$ cat src/rtl/fuzz_seq_pkg.sv
// Shared types and constants for the fuzz vector sequencer.
package fuzz_seq_pkg;
    typedef enum logic [1:0] {IDLE, RUN, FIN} state_t;

    localparam logic [31:0] SIG_POLY = 32'h04C11DB7;
    localparam logic [31:0] SIG_SEED = '1;
endpackage

$ cat src/rtl/fuzz_misr.sv
// MISR: folds the wide DUT output bus into SIG_W bits by XOR of SIG_W-wide
// chunks (last chunk zero-padded), then applies one Galois LFSR step.
module fuzz_misr
    import fuzz_seq_pkg::*;
#(
    parameter int Y_W   = 567,
    parameter int SIG_W = 32
) (
    input  logic             i_clk,
    input  logic             i_rst_n,
    input  logic             i_init,
    input  logic             i_en,
    input  logic [Y_W-1:0]   i_y,
    output logic [SIG_W-1:0] o_sig
);
    localparam int NCH = (Y_W + SIG_W - 1) / SIG_W;
    localparam int PW  = NCH * SIG_W;

    logic [PW-1:0]    w_pad;
    logic [SIG_W-1:0] w_fold;
    logic [SIG_W-1:0] w_next;
    logic [SIG_W-1:0] r_sig;

    // Fold the bus into one word and compute the next signature
    always_comb begin
        w_pad  = PW'(i_y);
        w_fold = '0;
        for (int c = 0; c < NCH; c++)
            w_fold = w_fold ^ w_pad[c*SIG_W +: SIG_W];
        w_next = {r_sig[SIG_W-2:0], 1'b0}
               ^ (r_sig[SIG_W-1] ? SIG_W'(SIG_POLY) : '0)
               ^ w_fold;
    end

    // Signature register: seeded on init, stepped on each sample
    always_ff @(posedge i_clk or negedge i_rst_n) begin
        if (!i_rst_n)    r_sig <= SIG_W'(SIG_SEED);
        else if (i_init) r_sig <= SIG_W'(SIG_SEED);
        else if (i_en)   r_sig <= w_next;
    end

    assign o_sig = r_sig;
endmodule

$ cat src/rtl/fuzz_vector_sequencer.sv
// Plays stored stimulus vectors into a fuzzed DUT, one every HOLD clocks,
// and compresses each sampled output bus into a MISR signature.
// Optional: define FUZZ_SEQ_CMP_EN to add a golden-signature comparator
// (i_golden input, o_mismatch output).
module fuzz_vector_sequencer
    import fuzz_seq_pkg::*;
#(
    parameter int VEC_W = 53,
    parameter int Y_W   = 567,
    parameter int DEPTH = 32,
    parameter int HOLD  = 1,
    parameter int SIG_W = 32,
    parameter int CNT_W = $clog2(DEPTH) + 1
) (
    input  logic             i_clk,
    input  logic             i_rst_n,
    input  logic             i_wr_en,
    input  logic [CNT_W-2:0] i_wr_addr,
    input  logic [VEC_W-1:0] i_wr_data,
    input  logic             i_start,
    input  logic [CNT_W-1:0] i_num_vec,
    input  logic             i_abort,
`ifdef FUZZ_SEQ_CMP_EN
    input  logic [SIG_W-1:0] i_golden,
    output logic             o_mismatch,
`endif
    output logic [VEC_W-1:0] o_dut_in,
    input  logic [Y_W-1:0]   i_dut_y,
    output logic [CNT_W-1:0] o_vec_idx,
    output logic             o_cap_valid,
    output logic             o_busy,
    output logic             o_done,
    output logic [SIG_W-1:0] o_signature
);
    localparam int HW = (HOLD > 1) ? $clog2(HOLD) : 1;

    logic [VEC_W-1:0] r_mem [DEPTH];
    state_t           r_state, w_state_nxt;
    logic [VEC_W-1:0] r_dut_in;
    logic [CNT_W-1:0] r_vec_idx, r_num, w_nxt_idx, w_num_sat;
    logic [HW-1:0]    r_hold;
    logic             w_accept, w_hold_last, w_last, w_cap, w_busy, w_done;
    logic [VEC_W-1:0] w_mem0;

    assign w_accept    = (r_state == IDLE) && i_start;
    assign w_hold_last = (r_hold == HW'(HOLD - 1));
    assign w_nxt_idx   = r_vec_idx + CNT_W'(1);
    assign w_last      = (w_nxt_idx >= r_num);
    // Abort in the sampling cycle suppresses the capture
    assign w_cap       = (r_state == RUN) && w_hold_last && !i_abort;
    assign w_num_sat   = (i_num_vec > CNT_W'(DEPTH)) ? CNT_W'(DEPTH) : i_num_vec;
    // A write to entry 0 in the start cycle is forwarded to the first vector
    assign w_mem0      = (i_wr_en && i_wr_addr == '0) ? i_wr_data : r_mem[0];

    // Vector memory: writes only while idle, never cleared
    always_ff @(posedge i_clk) begin
        if (i_wr_en && !w_busy) r_mem[i_wr_addr] <= i_wr_data;
    end

    // FSM state register
    always_ff @(posedge i_clk or negedge i_rst_n) begin
        if (!i_rst_n) r_state <= IDLE;
        else          r_state <= w_state_nxt;
    end

    // FSM next state and status outputs
    always_comb begin
        w_state_nxt = r_state;
        w_busy      = 1'b0;
        w_done      = 1'b0;
        case (r_state)
            IDLE: if (i_start) w_state_nxt = (i_num_vec != '0) ? RUN : FIN;
            RUN: begin
                w_busy = 1'b1;
                if (i_abort)                  w_state_nxt = IDLE;
                else if (w_hold_last && w_last) w_state_nxt = FIN;
            end
            FIN: begin
                w_done      = 1'b1;
                w_state_nxt = IDLE;
            end
            default: w_state_nxt = IDLE;
        endcase
    end

    // Vector stepping: hold counter, index and the vector driven to the DUT
    always_ff @(posedge i_clk or negedge i_rst_n) begin
        if (!i_rst_n) begin
            r_dut_in  <= '0;
            r_vec_idx <= '0;
            r_hold    <= '0;
            r_num     <= '0;
        end else if (w_accept) begin
            r_num     <= w_num_sat;
            r_vec_idx <= '0;
            r_hold    <= '0;
            r_dut_in  <= (i_num_vec != '0) ? w_mem0 : '0;
        end else if (r_state == RUN) begin
            if (i_abort) begin
                r_dut_in <= '0;
            end else if (w_hold_last) begin
                r_hold <= '0;
                if (w_last) begin
                    r_dut_in <= '0;
                end else begin
                    r_dut_in  <= r_mem[w_nxt_idx[CNT_W-2:0]];
                    r_vec_idx <= w_nxt_idx;
                end
            end else begin
                r_hold <= r_hold + HW'(1);
            end
        end
    end

    fuzz_misr #(.Y_W(Y_W), .SIG_W(SIG_W)) u_misr (
        .i_clk  (i_clk),
        .i_rst_n(i_rst_n),
        .i_init (w_accept),
        .i_en   (w_cap),
        .i_y    (i_dut_y),
        .o_sig  (o_signature)
    );

`ifdef FUZZ_SEQ_CMP_EN
    logic [SIG_W-1:0] r_golden;
    logic             r_mismatch;

    // Golden latch and compare once the final signature has settled (FIN)
    always_ff @(posedge i_clk or negedge i_rst_n) begin
        if (!i_rst_n) begin
            r_golden   <= '0;
            r_mismatch <= 1'b0;
        end else if (w_accept) begin
            r_golden   <= i_golden;
            r_mismatch <= 1'b0;
        end else if (r_state == FIN) begin
            r_mismatch <= (o_signature != r_golden);
        end
    end

    assign o_mismatch = r_mismatch;
`endif

    assign o_dut_in    = r_dut_in;
    assign o_vec_idx   = r_vec_idx;
    assign o_cap_valid = w_cap;
    assign o_busy      = w_busy;
    assign o_done      = w_done;
endmodule

$ cat config.mk
export PLATFORM = sky130hd
export DESIGN_NAME = fuzz_vector_sequencer
export DESIGN_NICKNAME = d
export VERILOG_FILES = /design/src/rtl/fuzz_seq_pkg.sv /design/src/rtl/fuzz_misr.sv /design/src/rtl/fuzz_vector_sequencer.sv
export SDC_FILE = /design/constraint.sdc
export NUM_CORES = 2
export LEC_CHECK = 0
export BUFFER_PORTS_ARGS = -buffer_cell sky130_fd_sc_hd__buf_2
export CAP_MARGIN = 20
export CORE_MARGIN = 2
export CORE_UTILIZATION = 64
export DETAILED_ROUTE_END_ITERATION = 10
export MAX_ROUTING_LAYER = met4
export PLACE_DENSITY = 0.85
export SLEW_MARGIN = 30
export SYNTH_ARGS = -nofsm -noshare
export SYNTH_HDL_FRONTEND = slang
export SYNTH_SLANG_ARGS = --single-unit
$ cat constraint.sdc
create_clock -name i_clk -period 9.8 [get_ports i_clk]
set_clock_uncertainty 0.2 [all_clocks]
set_input_delay 1.47 -clock i_clk [delete_from_list [all_inputs] [get_ports i_clk]]
set_output_delay 1.47 -clock i_clk [all_outputs]
set_load 0.05 [all_outputs]
==> reports/metrics.yaml <==
outcome:
  outcome: "finished, final reports clean"
synth:
  ys_seq_area_share_pct: 71.1
  synth-edff-count: 1696
  synth_seq_cells: 1795
  synth_area_leader_cell: "edfxtp_1"
  synthTopCellsByCount: "edfxtp_1, xnor2_1, nand2_1, mux4_2, mux2i_1"
  synth_cell_types: 50
  synth_fp_nets: 4955
  syn_area_per_cell_um2: 17.4
  synth_top_area_share_pct: 67.7
  synth_most_common_cell: "edfxtp_1"
  async_flop_share_pct: 5.52
  ys_warn_count: 0
  synth_area_um2: 75200
  synth_cells: 4312
  ys.flop_type: "edfxtp_1"
  synth_area_leaders: "edfxtp_1, mux4_2, xnor2_1"
critical_path:
  cpPeakStageDelay_ps: 920
  rrSetupSlack_ps: 4480
  startpoint: "o_vec_idx[0]$_DFFE_PN0P_"
  critical_path_arrival_ps: 5740
  r2r_start: "o_vec_idx[0]$_DFFE_PN0P_"
  path_cells: "ha_4, xnor2_4, buf_4, inv_4, buf_4, nor2_4, buf_4, a2111oi_0, nor4_1, o221ai_1"
  worstPathRequired_ps: 10210
  criticalPathCategory: "register to register"
  critPathMostFrequentCell: "buf_4"
  crit_path_end: "o_dut_in[20]$_DFFE_PN0N_"
  critical_path_peak_fanout: 56
  rr_worst_depth: 10
  slowest_stage: "dfrtp_4"
  r2r_end: "o_dut_in[20]$_DFFE_PN0N_"
  cp-start-kind: "register"
  worstSetupEndpointType: "register"
power_and_ir_drop:
  vdd_drop_max_v: 0.000243
  p_leak_uw: 0.0291
  p_per_area_nw_per_um2: 257
  finalPower_uw: 22200
grt:
  grt_max_degree: 126
  grt_pass1_vias: 46900
  antenna_found_initial: 51
  overflow: 0
  grt_pass1_wl_mm: 354
  grt_use_total_pct: 44.1
routing:
  wirelength_mm: 257
  drtAntennaViolNets: 0
  drc: 0
  drtIter0Drc: 8137
  dr.pass1.iters: 8
  avgRoutedWirePerCell_um: 38.0
  vias_per_cell: 7.03
  vias: 47600
floorplanning:
  start_util_pct: 64.6
  rows: 125
  io_pins: 730
  chipHeight_um: 347
  die_w_um: 347
  core_area_um2: 116000
  design.die.area_um2: 120000
timing:
  drv_slew: 0
  setup_violations: 0
  hold_viol: 0
  fin_crit_ps: 5320
  setup-tns-final_ps: 0
  slew_headroom_pct: 24.2
  tightest_slew_ps: 1130
  timing.final.ws_setup_ps: 4480
  fmax_mhz: 188
  grt_setup_unrepaired: "no"
  fin_crit_sh_pct: 54.3
cells_and_area:
  fillers: 6408
  fin_nets: 5705
  final_area_um2: 86300
  drive_above_1_share_pct: 30.3
  areaGrowthSynthToFinish_pct: 14.8
placement:
  numPortBuffers: 729
  globalplace.congestion: 1.10
  dp.final_hpwl_mm: 150
  place_ws_ps: 4680
  post_dp_cell_area_um2: 80600
clocking:
  path_clk_slew_ps: 70
  clock_latency_ps: 800
  cts_root_buffer: "clkbuf_16"
  hold_buffers: 0
  cts.sinks: 1795
  cts_buffers: 169
  htreeDepth: 4
  postCtsSetupBuffers: 0
  cts_tree: "built"
  clock_path_buffers: 3
  cts-resized-gates: 0
job:
  drv_cap: 0
min_path:
  hp-class: "register to register"
==> cell type report <==
type | count | area, um^2 | area share (%)
Sequential cell | 1795 | 53500 | 61.9
Multi-Input combinational cell | 2275 | 20900 | 24.3
Clock buffer | 223 | 4600 | 5.33
Timing Repair Buffer | 812 | 4370 | 5.07
Tap cell | 1524 | 1910 | 2.21
Clock inverter | 88 | 890 | 1.03
Antenna cell | 45 | 113 | 0.130
Inverter | 9 | 36.3 | 0.0420
==> critical path, delay by kind of cell (launching register included) <==
| family | cells | cell delay [ps] |
|---|---|---|
| AO/OA/AOI/OAI | 2 | 550 |
| adder cells (fa/ha/maj) | 1 | 310 |
| buffers and inverters | 4 | 1630 |
| flip-flops | 1 | 920 |
| XOR/XNOR | 1 | 120 |
| AND/OR/NAND/NOR | 2 | 1240 |
==> sequential cells by signal, summed over array words and instances, names as in the netlist <==
register,flops
r_mem,1696
r_state,2
o_vec_idx,6
u_misr.o_sig,32
r_num,6
o_dut_in,53
==> routing by layer <==
metal	track usage, %	wire length (um)
met1	55.1	84200
met2	64.7	118000
met3	11.4	36000
met4	28.4	19600
met5	-	0
==> how the worst min path moves through the flow <==
| stage | startpoint | to | slack [ps] | cells past startpoint |
|---|---|---|---|---|
| 4_1_cts | o_dut_in[32]$_DFFE_PN0N_ | o_dut_in[32]$_DFFE_PN0N_ | 300 | 2 |
| 3_5_place_dp | o_dut_in[32]$_DFFE_PN0N_ | o_dut_in[32]$_DFFE_PN0N_ | 280 | 2 |
| 2_1_floorplan | r_num[0]$_DFFE_PN0P_ | r_num[0]$_DFFE_PN0P_ | 250 | 2 |
| 3_3_place_gp | o_dut_in[32]$_DFFE_PN0N_ | o_dut_in[32]$_DFFE_PN0N_ | 270 | 2 |
| 6_report | o_dut_in[32]$_DFFE_PN0N_ | o_dut_in[32]$_DFFE_PN0N_ | 300 | 2 |
| 5_1_grt | o_dut_in[32]$_DFFE_PN0N_ | o_dut_in[32]$_DFFE_PN0N_ | 330 | 2 |
==> per-stage QoR <==
stage,utilization (%),instances,hold WS (ps)
finish,74.2,6771,297
global route,74.1,6758,334
CTS,74.0,6724,300
detailed placement,69.3,6413,276
global placement,69.2,6411,270
floorplan,-,4312,254
==> cells in the final DEF (no fill, tap or decap), types with 7 or more instances in the layout <==
cell	synthesis	routed
a21oi_1	129	129
o221ai_1	53	53
clkbuf_8	0	15
mux2i_1	213	213
a211oi_1	52	52
xnor3_1	10	10
dfstp_2	32	32
nor2_4	0	34
xnor2_1	485	477
edfxtp_1	1696	1696
nor4_1	52	52
mux4_2	216	216
o21ai_0	27	27
nor3_1	62	62
buf_6	13	10
xnor2_2	1	8
mux2_2	208	208
nand3b_1	15	15
nor2b_1	53	53
a22o_1	52	52
o22ai_1	106	106
clkbuf_16	0	170
clkinv_1	0	29
nor2_1	70	36
nand2_1	286	282
buf_4	18	69
diode_2	0	45
clkbuf_1	71	38
xor2_1	73	73
clkinv_2	0	23
dfrtp_1	67	66
bufinv_16	0	13
nand3_1	13	13
inv_1	8	8
a2111oi_0	52	52
buf_2	104	728
nand2b_1	9	7
==> power by group <==
group | switching [uW] | total (uW) | leakage (uW) | internal [uW]
Combinational | 4150 | 6590 | 0.00995 | 2440
Sequential | 343 | 9040 | 0.0164 | 8690
Clock | 2900 | 6580 | 0.00268 | 3670
Total | 7400 | 22200 | 0.0291 | 14800
==> kinds of logic (layout without fill, tap and decap cells) <==
group                    count (synthesis)  count (layout)  synth area share, %
adder cells (fa/ha/maj)                  7               7                0.116
flip-flops                            1795            1795                 71.1
multiplexers                           637             637                 12.4
buffers and inverters                  242            1132                 1.60
AND/OR/NAND/NOR                        576             576                 3.52
other                                    0              45                    0
XOR/XNOR                               569             569                 6.82
AO/OA/AOI/OAI                          486             486                 4.45
Note: power is estimated with default switching activity, not from simulation.
